File: config.mk
export PLATFORM = sky130hd
export DESIGN_NAME = fir_sample_sequencer
export DESIGN_NICKNAME = d
export VERILOG_FILES = /design/src/rtl/fir_seq_pkg.sv /design/src/rtl/fir_seq_valid_pipe.sv /design/src/rtl/fir_sample_sequencer.sv
export SDC_FILE = /design/constraint.sdc
export NUM_CORES = 1
export LEC_CHECK = 0
export ABC_AREA = 1
export BUFFER_PORTS_ARGS = -buffer_cell sky130_fd_sc_hd__buf_4
export CORE_MARGIN = 2
export CORE_UTILIZATION = 45
export CTS_CLUSTER_SIZE = 10
export DETAILED_ROUTE_END_ITERATION = 12
export PLACE_DENSITY = 0.92
export SYNTH_ARGS = -nofsm -noshare
export SYNTH_HDL_FRONTEND = slang
export SYNTH_SLANG_ARGS = --single-unit
export TNS_END_PERCENT = 5
File: constraint.sdc
create_clock -name i_clk -period 2.3 [get_ports i_clk]
set_clock_uncertainty 0.15 [all_clocks]
set_input_delay 0.69 -clock i_clk [delete_from_list [all_inputs] [get_ports i_clk]]
set_output_delay 0.69 -clock i_clk [all_outputs]
set_load 0.02 [all_outputs]
File: src/rtl/fir_seq_pkg.sv
// Shared state encoding and default sizing for the FIR sample sequencer.
package fir_seq_pkg;

    localparam int DEF_ADDR_W    = 9;
    localparam int DEF_LAST_ADDR = 501;
    localparam int DEF_DATA_W    = 35;
    localparam int DEF_FIR_LAT   = 4;
    localparam int DEF_CNT_W     = 16;

    typedef enum logic [1:0] {
        ST_IDLE  = 2'd0,
        ST_RUN   = 2'd1,
        ST_FLUSH = 2'd2,
        ST_DONE  = 2'd3
    } seq_state_t;

    function automatic logic is_active(input seq_state_t s);
        return (s == ST_RUN) || (s == ST_FLUSH);
    endfunction

endpackage

File: src/rtl/fir_seq_valid_pipe.sv
// Token shift register that mirrors the FIR pipeline: a 1 marks a stage carrying a real sample.
module fir_seq_valid_pipe
    import fir_seq_pkg::*;
#(
    parameter int DEPTH = DEF_FIR_LAT
)(
    input  logic i_clk,
    input  logic i_clr,
    input  logic i_en,
    input  logic i_din,
    output logic o_last,
    output logic o_all_zero,
    output logic o_upper_zero
);

    logic [DEPTH-1:0] r_pipe;

    generate
        if (DEPTH == 1) begin : g_single
            always_ff @(posedge i_clk) begin
                if (i_clr) begin
                    r_pipe <= '0;
                end else if (i_en) begin
                    r_pipe <= i_din;
                end
            end
            assign o_upper_zero = 1'b1;
        end else begin : g_multi
            always_ff @(posedge i_clk) begin
                if (i_clr) begin
                    r_pipe <= '0;
                end else if (i_en) begin
                    r_pipe <= {r_pipe[DEPTH-2:0], i_din};
                end
            end
            // Every stage except the output one; lets the owner see the pipe draining this cycle.
            assign o_upper_zero = ~|r_pipe[DEPTH-2:0];
        end
    endgenerate

    assign o_last     = r_pipe[DEPTH-1];
    assign o_all_zero = ~|r_pipe;

endmodule

File: src/rtl/fir_sample_sequencer.sv
// Drives sample-ROM addresses and the FIR enable, and hands FIR results out over valid/ready.
// Optional peak-magnitude tracker is built only when FIR_SEQ_PEAK_EN is defined.
module fir_sample_sequencer
    import fir_seq_pkg::*;
#(
    parameter int ADDR_W    = DEF_ADDR_W,
    parameter int LAST_ADDR = DEF_LAST_ADDR,
    parameter int DATA_W    = DEF_DATA_W,
    parameter int FIR_LAT   = DEF_FIR_LAT,
    parameter int CNT_W     = DEF_CNT_W
)(
    input  logic              i_clk,
    input  logic              i_rest,
    input  logic              i_start,
    input  logic              i_stop,
    input  logic              i_loop_mode,
    output logic [ADDR_W-1:0] o_rom_addr,
    output logic              o_fir_en,
    input  logic [DATA_W-1:0] i_fir_out,
    output logic [DATA_W-1:0] o_res_data,
    output logic              o_res_valid,
    input  logic              i_res_ready,
    output logic              o_busy,
    output logic              o_done,
    output logic [CNT_W-1:0]  o_res_cnt,
    output logic [DATA_W-1:0] o_peak_abs
);

    localparam logic [ADDR_W-1:0] LAST_A  = ADDR_W'(LAST_ADDR);
    localparam logic [CNT_W-1:0]  CNT_MAX = {CNT_W{1'b1}};

    seq_state_t        r_state;
    logic [ADDR_W-1:0] r_rom_addr;
    logic              r_busy;
    logic              r_done;
    logic [CNT_W-1:0]  r_res_cnt;

    logic w_res_valid;
    logic w_stall;
    logic w_fir_en;
    logic w_xfer;
    logic w_start_accept;
    logic w_pipe_load;
    logic w_pipe_clr;
    logic w_pipe_all_zero;
    logic w_pipe_upper_zero;

    // r_busy tracks RUN|FLUSH as a register, so the enable needs no state decode.
    assign w_stall        = w_res_valid & ~i_res_ready;
    assign w_fir_en       = r_busy & ~w_stall;
    assign w_xfer         = w_res_valid & i_res_ready;
    assign w_start_accept = (r_state == ST_IDLE) && i_start;
    assign w_pipe_load    = (r_state == ST_RUN);
    assign w_pipe_clr     = i_rest | w_start_accept;

    fir_seq_valid_pipe #(
        .DEPTH(FIR_LAT)
    ) u_valid_pipe (
        .i_clk        (i_clk),
        .i_clr        (w_pipe_clr),
        .i_en         (w_fir_en),
        .i_din        (w_pipe_load),
        .o_last       (w_res_valid),
        .o_all_zero   (w_pipe_all_zero),
        .o_upper_zero (w_pipe_upper_zero)
    );

    // FLUSH may end in the same cycle the final token is accepted, so DONE follows it directly.
    always_ff @(posedge i_clk) begin
        if (i_rest) begin
            r_state    <= ST_IDLE;
            r_rom_addr <= '0;
            r_busy     <= 1'b0;
            r_done     <= 1'b0;
        end else begin
            r_done <= 1'b0;
            case (r_state)
                ST_IDLE: begin
                    if (i_start) begin
                        r_state    <= ST_RUN;
                        r_rom_addr <= '0;
                        r_busy     <= 1'b1;
                    end
                end
                ST_RUN: begin
                    if (i_stop) begin
                        r_state <= ST_FLUSH;
                    end else if (w_fir_en) begin
                        if (r_rom_addr == LAST_A) begin
                            if (i_loop_mode) begin
                                r_rom_addr <= '0;
                            end else begin
                                r_state <= ST_FLUSH;
                            end
                        end else begin
                            r_rom_addr <= r_rom_addr + ADDR_W'(1);
                        end
                    end
                end
                ST_FLUSH: begin
                    if (w_pipe_all_zero || (w_pipe_upper_zero && !w_stall)) begin
                        r_state <= ST_DONE;
                        r_busy  <= 1'b0;
                        r_done  <= 1'b1;
                    end
                end
                ST_DONE: begin
                    r_state <= ST_IDLE;
                end
                default: begin
                    r_state <= ST_IDLE;
                    r_busy  <= 1'b0;
                end
            endcase
        end
    end

    always_ff @(posedge i_clk) begin
        if (i_rest) begin
            r_res_cnt <= '0;
        end else if (w_start_accept) begin
            r_res_cnt <= '0;
        end else if (w_xfer && (r_res_cnt != CNT_MAX)) begin
            r_res_cnt <= r_res_cnt + CNT_W'(1);
        end
    end

`ifdef FIR_SEQ_PEAK_EN
    localparam logic [DATA_W-1:0] MOST_NEG = {1'b1, {(DATA_W-1){1'b0}}};
    localparam logic [DATA_W-1:0] MAX_POS  = {1'b0, {(DATA_W-1){1'b1}}};

    logic [DATA_W-1:0] w_abs;
    logic [DATA_W-1:0] r_peak_abs;

    // The most negative value has no positive twin, so it clips to the largest positive one.
    always_comb begin
        w_abs = i_fir_out;
        if (i_fir_out == MOST_NEG) begin
            w_abs = MAX_POS;
        end else if (i_fir_out[DATA_W-1]) begin
            w_abs = (~i_fir_out) + DATA_W'(1);
        end
    end

    always_ff @(posedge i_clk) begin
        if (i_rest) begin
            r_peak_abs <= '0;
        end else if (w_start_accept) begin
            r_peak_abs <= '0;
        end else if (w_xfer && (w_abs > r_peak_abs)) begin
            r_peak_abs <= w_abs;
        end
    end

    assign o_peak_abs = r_peak_abs;
`else
    assign o_peak_abs = '0;
`endif

    assign o_rom_addr  = r_rom_addr;
    assign o_fir_en    = w_fir_en;
    assign o_res_data  = i_fir_out;
    assign o_res_valid = w_res_valid;
    assign o_busy      = r_busy;
    assign o_done      = r_done;
    assign o_res_cnt   = r_res_cnt;

endmodule
==> results of run 1 <==
==> cells by family after synthesis <==
logic type               after synthesis
AO/OA/AOI/OAI                         38
XOR/XNOR                              12
adder cells (fa/ha/maj)                7
buffers and inverters                107
flip-flops                            33
other                                  1
AND/OR/NAND/NOR                      166
==> sequential cells by signal (all words and copies together) (netlist names) <==
register,cells
o_busy,1
o_done,1
o_res_cnt,16
o_rom_addr,9
r_state,2
u_valid_pipe.r_pipe,4
==> metal layers <==
layer / routed length [um] / vias up / track usage (%)
met3: 296 / 13 / 5.287
met5: 0 / - / 0
li1: - / 1044 / -
met2: 2593 / 80 / 29.74
met4: 92 / 0 / 6.140
met1: 2089 / 964 / 19.32
==> final cells by class <==
class                      count  area, sq um  area share (%)
multi-input combinational    258         1282           51.17
sequential                    33        660.6           26.36
timing repair buffer          35        262.8           10.48
clock buffer                   7        86.33           3.445
tap                           72        90.09           3.595
inverter                      33        123.9           4.943
==> synth_stat cells <==
| master | count | area [sq um] |
|---|---|---|
| inv_1 | 30 | 112.6 |
| a21oi_2 | 9 | 78.83 |
| buf_12 | 1 | 20.02 |
| conb_1 | 1 | 3.750 |
| a21oi_1 | 23 | 115.1 |
| clkinv_1 | 1 | 3.750 |
| xnor2_1 | 5 | 43.79 |
| o211ai_1 | 1 | 7.510 |
| nor3_1 | 3 | 15.01 |
| nand2_2 | 4 | 25.02 |
| nand4_1 | 4 | 25.02 |
| or2_2 | 1 | 6.260 |
| inv_2 | 2 | 7.510 |
| nor2_2 | 2 | 12.51 |
| o21ai_2 | 1 | 8.760 |
| nand2_4 | 2 | 22.52 |
| buf_4 | 70 | 525.5 |
| nor2_4 | 1 | 11.26 |
| buf_6 | 1 | 11.26 |
| nand3_2 | 2 | 20.02 |
| nand3_1 | 31 | 155.2 |
| xor2_1 | 7 | 61.31 |
| buf_2 | 2 | 10.01 |
| o21ai_0 | 4 | 20.02 |
| ha_1 | 7 | 87.58 |
| dfxtp_1 | 33 | 660.6 |
| nor2_1 | 31 | 116.4 |
| nand2_1 | 85 | 319.1 |
==> power by group <==
group	total, mW	internal, mW	switching, mW
clock network	0.450	0.237	0.212
logic	0.787	0.235	0.552
registers	0.665	0.624	0.0412
total	1.90	1.10	0.806
==> worst min-delay path by stage <==
stage / start / end / slack, ps
2_1_floorplan: u_valid_pipe.r_pipe[0] / u_valid_pipe.r_pipe[0] / 300
3_3_place_gp: r_state[1] / r_state[1] / 310
3_5_place_dp: u_valid_pipe.r_pipe[0] / u_valid_pipe.r_pipe[0] / 330
4_1_cts: u_valid_pipe.r_pipe[0] / u_valid_pipe.r_pipe[0] / 330
5_1_grt: u_valid_pipe.r_pipe[0] / u_valid_pipe.r_pipe[0] / 360
6_report: u_valid_pipe.r_pipe[0] / u_valid_pipe.r_pipe[0] / 330
==> critical path: cells and delay by family <==
kind,cells,cell delay (ps)
AND/OR/NAND/NOR,2,280
buffers and inverters,4,360
==> metrics.txt, run 1 <==
post-synthesis cell count=364; Worst R2R Path Depth=8; Power Total=1.902 mW; mux contribution to synthesized area=0%; ANT nets after route=0; global-route wire length before repair=8493 um; largest net degree at the start of global routing=18; Sink Count=33; initial cell density of the core=46.08%; WHS Path Cells=2; # setup viols final=0; main combinational cell family by area after synthesis=simple AND/OR/NAND/NOR gates; sequential fraction of the synthesis area=26.36%; dpl cell area=2420 sq um; P&R area growth vs syn=-0.0001596%; placed cell count=431; via count=2101; Clock transition at path regs=60 ps; average size of a mapped cell=6.885 sq um; Final Cell Area=2506 sq um; Die Ht=78.63 um; Synth Area in Compound Gates=9.186%; type of element capturing the critical path=primary output; CTS root buffer=clkbuf_8; CP Launch Type=input pin; row count=27; pin slew with the least headroom to its limit=663.9 ps; post-DP HPWL=3784 um; Simple-Gate Fraction of Synth Area=29.06%; Cell Area, Synth=2506 sq um; CP arrival=1340 ps; Post CTS Setup Buffer Count=0; vias in the first global route=1923; reg-to-reg setup timing slack=350 ps; total wire length=5072 um; nets=414; Detailed Routing Iterations Pass 1=4; DR iter-0 viols=104; post-CTS sizing=0; VDD IR max=0.6549 mV; Largest stage delay, worst path=180 ps; Ys Warns=0; # Max-Cap Violations=0; die area=6182 sq um; RSZ-0062 raised after global routing=false; GR Overflow Total=0; Fmax=459.7 MHz; routed vias/inst=4.797; Worst R2R Start=o_res_cnt[1]; pwr/cell area=759.0 nW/um^2; drt drc=0; FF-to-FF End=o_res_cnt[15]; DIE WIDTH=78.63 um; CTS H-tree lvls=2; initial antenna violation count=0; P_leak=1.069 nW; CP Class=in2out; later-pin clock latency in the skew report=290 ps; Final WS setup=124.7 ps; status=completed; Hold Crit Class=reg2reg; hold slack=333.0 ps; diode count=0; commonest cells after routing, fill and taps aside=nand2_1 (85), conb_1 (35), buf_4 (35), dfxtp_1 (33); Synth cell types=28; PortBufs=34; Pins Over Slew Limit=0; Total GRT Usage=16.99%; CTS tree=built; Avg WL per Cell=11.58 um; critical path's slowest cell=buf_4; Slew HR=55.69%; clock period minus worst slack=2175 ps; CP endpoint=o_fir_en; Final Util=46.08%; CP Cell Sequence=buf_4, inv_1, nand2_1, inv_1, nor2_2, buf_4; share of layout cells above drive strength 1=17.76%; Inserted Clock Buffers=5; CTS max path bufs=2; setup TNS=0 ps; leading cell type in the layout, fill and taps excluded=nand2_1; GP Congestion=0.8677; Hold Fails Final Rpt=0; dpl ws=139.1 ps; Post-Layout Cell Count=438; Worst Path Required=1460 ps; crit-path max FO=4; # IOs=140; Fill cells=548; period utilization=94.58%; xor/xnor share of the synthesized area=4.194%; Post-Synth Adder-Cell Area=3.495%; # hold bufs at CTS=0; flops & latches, synth=33; core box area=5439 sq um; Worst Setup SP=i_res_ready
No activity file was read; power rests on OpenSTA's default activity.
==> inputs of run 2 (changes only) <==
- CORE_UTILIZATION: 45 -> 41
- CTS_CLUSTER_DIAMETER: not set -> 50
- PLACE_DENSITY: 0.92 -> 0.89
- clock period: 2.3 -> 2 ns (I/O delays scaled with it)
==> run 2 against run 1 <==
Against the previous run: combinational power up 17%; clock-buffer cell count stayed put; final area is 2.0% higher; critical endpoint unchanged; critical path type unchanged; largest cell class unchanged.
==> metrics.txt, run 2 (same netlist as run 1, synthesis figures left out) <==
status=completed; routed vias/inst=4.676; Hold Crit Class=reg2reg; die area=6754 sq um; Worst Setup SP=i_res_ready; via count=2081; Pins Over Slew Limit=0; Power Internal=1.317 mW; Avg WL per Cell=11.54 um; # IOs=140; global-route wire length before repair=8355 um; Net Switching=946.2 uW; period utilization=96.05%; type of element capturing the critical path=primary output; Detailed Routing Iterations Pass 1=4; diode count=0; Die Ht=82.18 um; post-CTS sizing=0; VDD IR max=0.5235 mV; hold slack=328.5 ps; Post-Layout Cell Count=445; initial antenna violation count=0; PortBufs=34; CP arrival=1170 ps; P_leak=1.094 nW; CTS root buffer=clkbuf_8; Power Total=2.264 mW; Gate power share=40.8%; switching part of the total power=41.80%; reg-to-reg setup timing slack=220 ps; Inserted Clock Buffers=5; # Max-Cap Violations=0; dpl cell area=2446 sq um; placed cell count=437; RSZ-0062 raised after global routing=true; largest net degree at the start of global routing=16; row count=28; Final Cell Area=2556 sq um; share of layout cells above drive strength 1=19.19%; Sink Count=33; core box area=5921 sq um; CP endpoint=o_fir_en; initial cell density of the core=42.33%; Post CTS Setup Buffer Count=0; leading cell type in the layout, fill and taps excluded=nand2_1; CTS H-tree lvls=2; nets=417; later-pin clock latency in the skew report=290 ps; DIE WIDTH=82.18 um; P&R area growth vs syn=1.997%; Worst R2R Start=r_state[0]; # hold bufs at CTS=0; crit-path max FO=4; Total GRT Usage=15.65%; dpl ws=56.61 ps; Largest stage delay, worst path=150 ps; Clock transition at path regs=70 ps; CP Class=in2out; Fill cells=618; commonest cells after routing, fill and taps aside=nand2_1 (85), buf_4 (38), conb_1 (35), dfxtp_1 (33); post-DP HPWL=3810 um; Slew HR=56.04%; Hold Fails Final Rpt=0; clock period minus worst slack=1921 ps; # setup viols final=0; drt drc=0; ANT nets after route=0; sequential fraction of design power=33.9%; pwr/cell area=885.6 nW/um^2; critical path's slowest cell=buf_4; Final Util=43.17%; CP Cell Sequence=buf_4, inv_1, nand2_1, inv_1, nor2_4, buf_4; pin slew with the least headroom to its limit=658.6 ps; Fmax=520.5 MHz; max reg flops=16; setup TNS=0 ps; FF-to-FF End=o_rom_addr[8]; DR iter-0 viols=98; CTS tree=built; GP Congestion=0.8970; CP Launch Type=input pin; CTS max path bufs=2; Final WS setup=78.93 ps; clock group share of total power=25.3%; Worst R2R Path Depth=8; Worst Path Required=1250 ps; total wire length=5136 um; vias in the first global route=1944; GR Overflow Total=0
-- run 2: worst min path at each step --
stage | to | cells past startpoint | start
floorplan | u_valid_pipe.r_pipe[0] | 2 | u_valid_pipe.r_pipe[0]
global placement | r_state[1] | 2 | r_state[1]
detailed placement | r_state[1] | 2 | r_state[1]
CTS | r_state[1] | 2 | r_state[1]
global route | r_state[1] | 2 | r_state[1]
finish | r_state[1] | 2 | r_state[1]
-- run 2: power groups by stage --
stage / combinational, mW / sequential, mW / clock [mW]
after floorplan: 0.816 / 0.803 / 0
after global placement: 0.872 / 0.776 / 0
after detailed placement: 0.898 / 0.781 / 0
after CTS: 0.901 / 0.766 / 0.586
after global routing: 1.05 / 0.777 / 0.604
final: 0.924 / 0.766 / 0.573
-- run 2: area by class of cell --
cell class / instances / area [sq um] / area share [%]
Multi-Input combinational cell: 258 / 1291 / 50.51
Sequential cell: 33 / 660.6 / 25.84
Timing Repair Buffer: 38 / 285.3 / 11.16
Inverter: 33 / 123.9 / 4.846
Clock buffer: 7 / 96.34 / 3.769
Tap cell: 75 / 93.84 / 3.671
Clock inverter: 1 / 5.005 / 0.1958
-- run 2: worst max-delay path, delay by kind of cell --
kind / cells / cell delay, ps
buffers and inverters: 4 / 350
and+or+nand+nor: 2 / 220
-- run 2: per-layer routing --
| metal | global-route usage (%) | up-vias | wire, um |
|---|---|---|---|
| met3 | 3.913 | 18 | 327 |
| li1 | - | 1053 | - |
| met5 | 0 | - | 0 |
| met4 | 7.167 | 0 | 112 |
| met1 | 17.36 | 943 | 2085 |
| met2 | 27.90 | 67 | 2609 |
==> inputs of run 3 (changes only) <==
- CELL_PAD_IN_SITES_DETAIL_PLACEMENT: not set -> 0
- CELL_PAD_IN_SITES_GLOBAL_PLACEMENT: not set -> 1
- CORE_UTILIZATION: 41 -> 27
- PLACE_DENSITY: 0.89 -> 0.88
==> run 3 against run 2 <==
Against the previous run: final area is 1.3% higher; first-iteration DRC count fell by 54%; via count fell by 2.7%; critical path depth stayed put; hold slack improved by 11 ps; sequential power hardly changed; cell count increased by 8.3%.
==> metrics.txt, run 3 (same netlist as run 1, synthesis figures left out) <==
max reg flops=16; Inserted Clock Buffers=5; CTS tree=built; diode count=0; GR Overflow Total=0; P&R area growth vs syn=3.345%; Hold Crit Class=reg2reg; # Max-Cap Violations=0; dpl cell area=2499 sq um; commonest cells after routing, fill and taps aside=nand2_1 (85), buf_4 (39), conb_1 (35), dfxtp_1 (33); CP top delay family=buffers and inverters; largest net degree at the start of global routing=16; vias in the first global route=1835; CP arrival=1170 ps; Pins Over Slew Limit=0; Multi-input gate area=1291 sq um; pin slew with the least headroom to its limit=660.4 ps; share of layout cells above drive strength 1=19.14%; P_leak=1.089 nW; Fmax=519.8 MHz; DR iter-0 viols=45; Hold Fails Final Rpt=0; CTS max path bufs=2; Final Cell Area=2590 sq um; Largest stage delay, worst path=150 ps; initial antenna violation count=0; total wire length=5087 um; DIE WIDTH=100.3 um; crit-path max FO=4; ANT nets after route=0; CTS H-tree lvls=2; critical path's slowest cell=buf_4; VDD IR max=0.3765 mV; Sink Count=33; Fill cells=1011; Detailed Routing Iterations Pass 1=4; Post CTS Setup Buffer Count=0; Avg WL per Cell=10.55 um; post-DP HPWL=3926 um; CTS root buffer=clkbuf_8; CP Class=in2out; RSZ-0062 raised after global routing=false; leading cell type in the layout, fill and taps excluded=nand2_1; dpl ws=40.90 ps; period utilization=96.20%; pwr/cell area=857.7 nW/um^2; via count=2025; global-route wire length before repair=8355 um; drt drc=0; CP Cell Sequence=buf_4, inv_1, nand2_1, inv_1, nor2_4, buf_4; clock period minus worst slack=1924 ps; initial cell density of the core=27.51%; die area=10070 sq um; Slew HR=55.93%; Die Ht=100.3 um; row count=35; later-pin clock latency in the skew report=290 ps; Total GRT Usage=10.29%; type of element capturing the critical path=primary output; routed vias/inst=4.201; Final WS setup=76.07 ps; core box area=9109 sq um; WP buf/inv=4; # IOs=140; status=completed; Clock transition at path regs=80 ps; register area=660.6 sq um; CP Launch Type=input pin; Worst Path Required=1250 ps; # setup viols final=0; setup TNS=0 ps; PortBufs=34; nets=418; GP Congestion=0.7785
[run 3: cell types whose count changed in the layout (fill, tap and decap cells not counted), sizes merged]
| cell | delta |
|---|---|
| buf | +1 |
| clkbuf | -1 |
| clkinv | +1 |
[run 3: per-stage QoR]
step	instances	util [%]	hold slack, ps	total power, mW
2_1_floorplan	398	-	304.9	1.619
4_1_cts	482	28.34	340.9	2.212
3_3_place_gp	474	27.43	319.1	1.699
5_1_grt	482	28.43	367.5	2.364
6_report	482	28.43	339.7	2.221
3_5_place_dp	474	27.43	332.5	1.716
[run 3: repair_timing]
action,in CTS,in global routing
gates resized for setup,0,2
hold buffers,0,0
setup endpoints to repair,0,2
[run 3: area by class of cell]
type | count | area share (%)
Clock buffer | 6 | 2.802
Clock inverter | 2 | 0.3865
Inverter | 33 | 4.783
Multi-Input combinational cell | 258 | 49.86
Sequential cell | 33 | 25.51
Tap cell | 111 | 5.362
Timing Repair Buffer | 39 | 11.30
[run 3: tightest hold or removal path, stage by stage, from the launching register on]
cell and delay [ps]:
dfxtp_1 340, inv_1 60, a21oi_1 50
[run 3: power by group]
group          total [mW]  switching (mW)  leakage [nW]  internal [mW]
clock               0.503           0.261        0.0450          0.241
sequential          0.766          0.0483         0.267          0.717
combinational       0.953           0.647         0.777          0.305
[run 3: routing by layer]
metal  vias up  wire length, um  global-route usage, %
met2        52             2519                  18.02
met1       910             2257                  12.22
li1       1056                -                      -
met3         7              264                  2.855
met4         0               45                  3.056
met5         -                0                      0
[run 3: worst paths after layout]
path	from	to	slack (ps)	depth (start not counted)
max	i_res_ready	o_fir_en	80	6
min	o_rom_addr[5]	o_rom_addr[5]	340	2
max reg2reg	o_res_cnt[1]	o_res_cnt[13]	200	8
min reg2reg	o_rom_addr[5]	o_rom_addr[5]	340	2
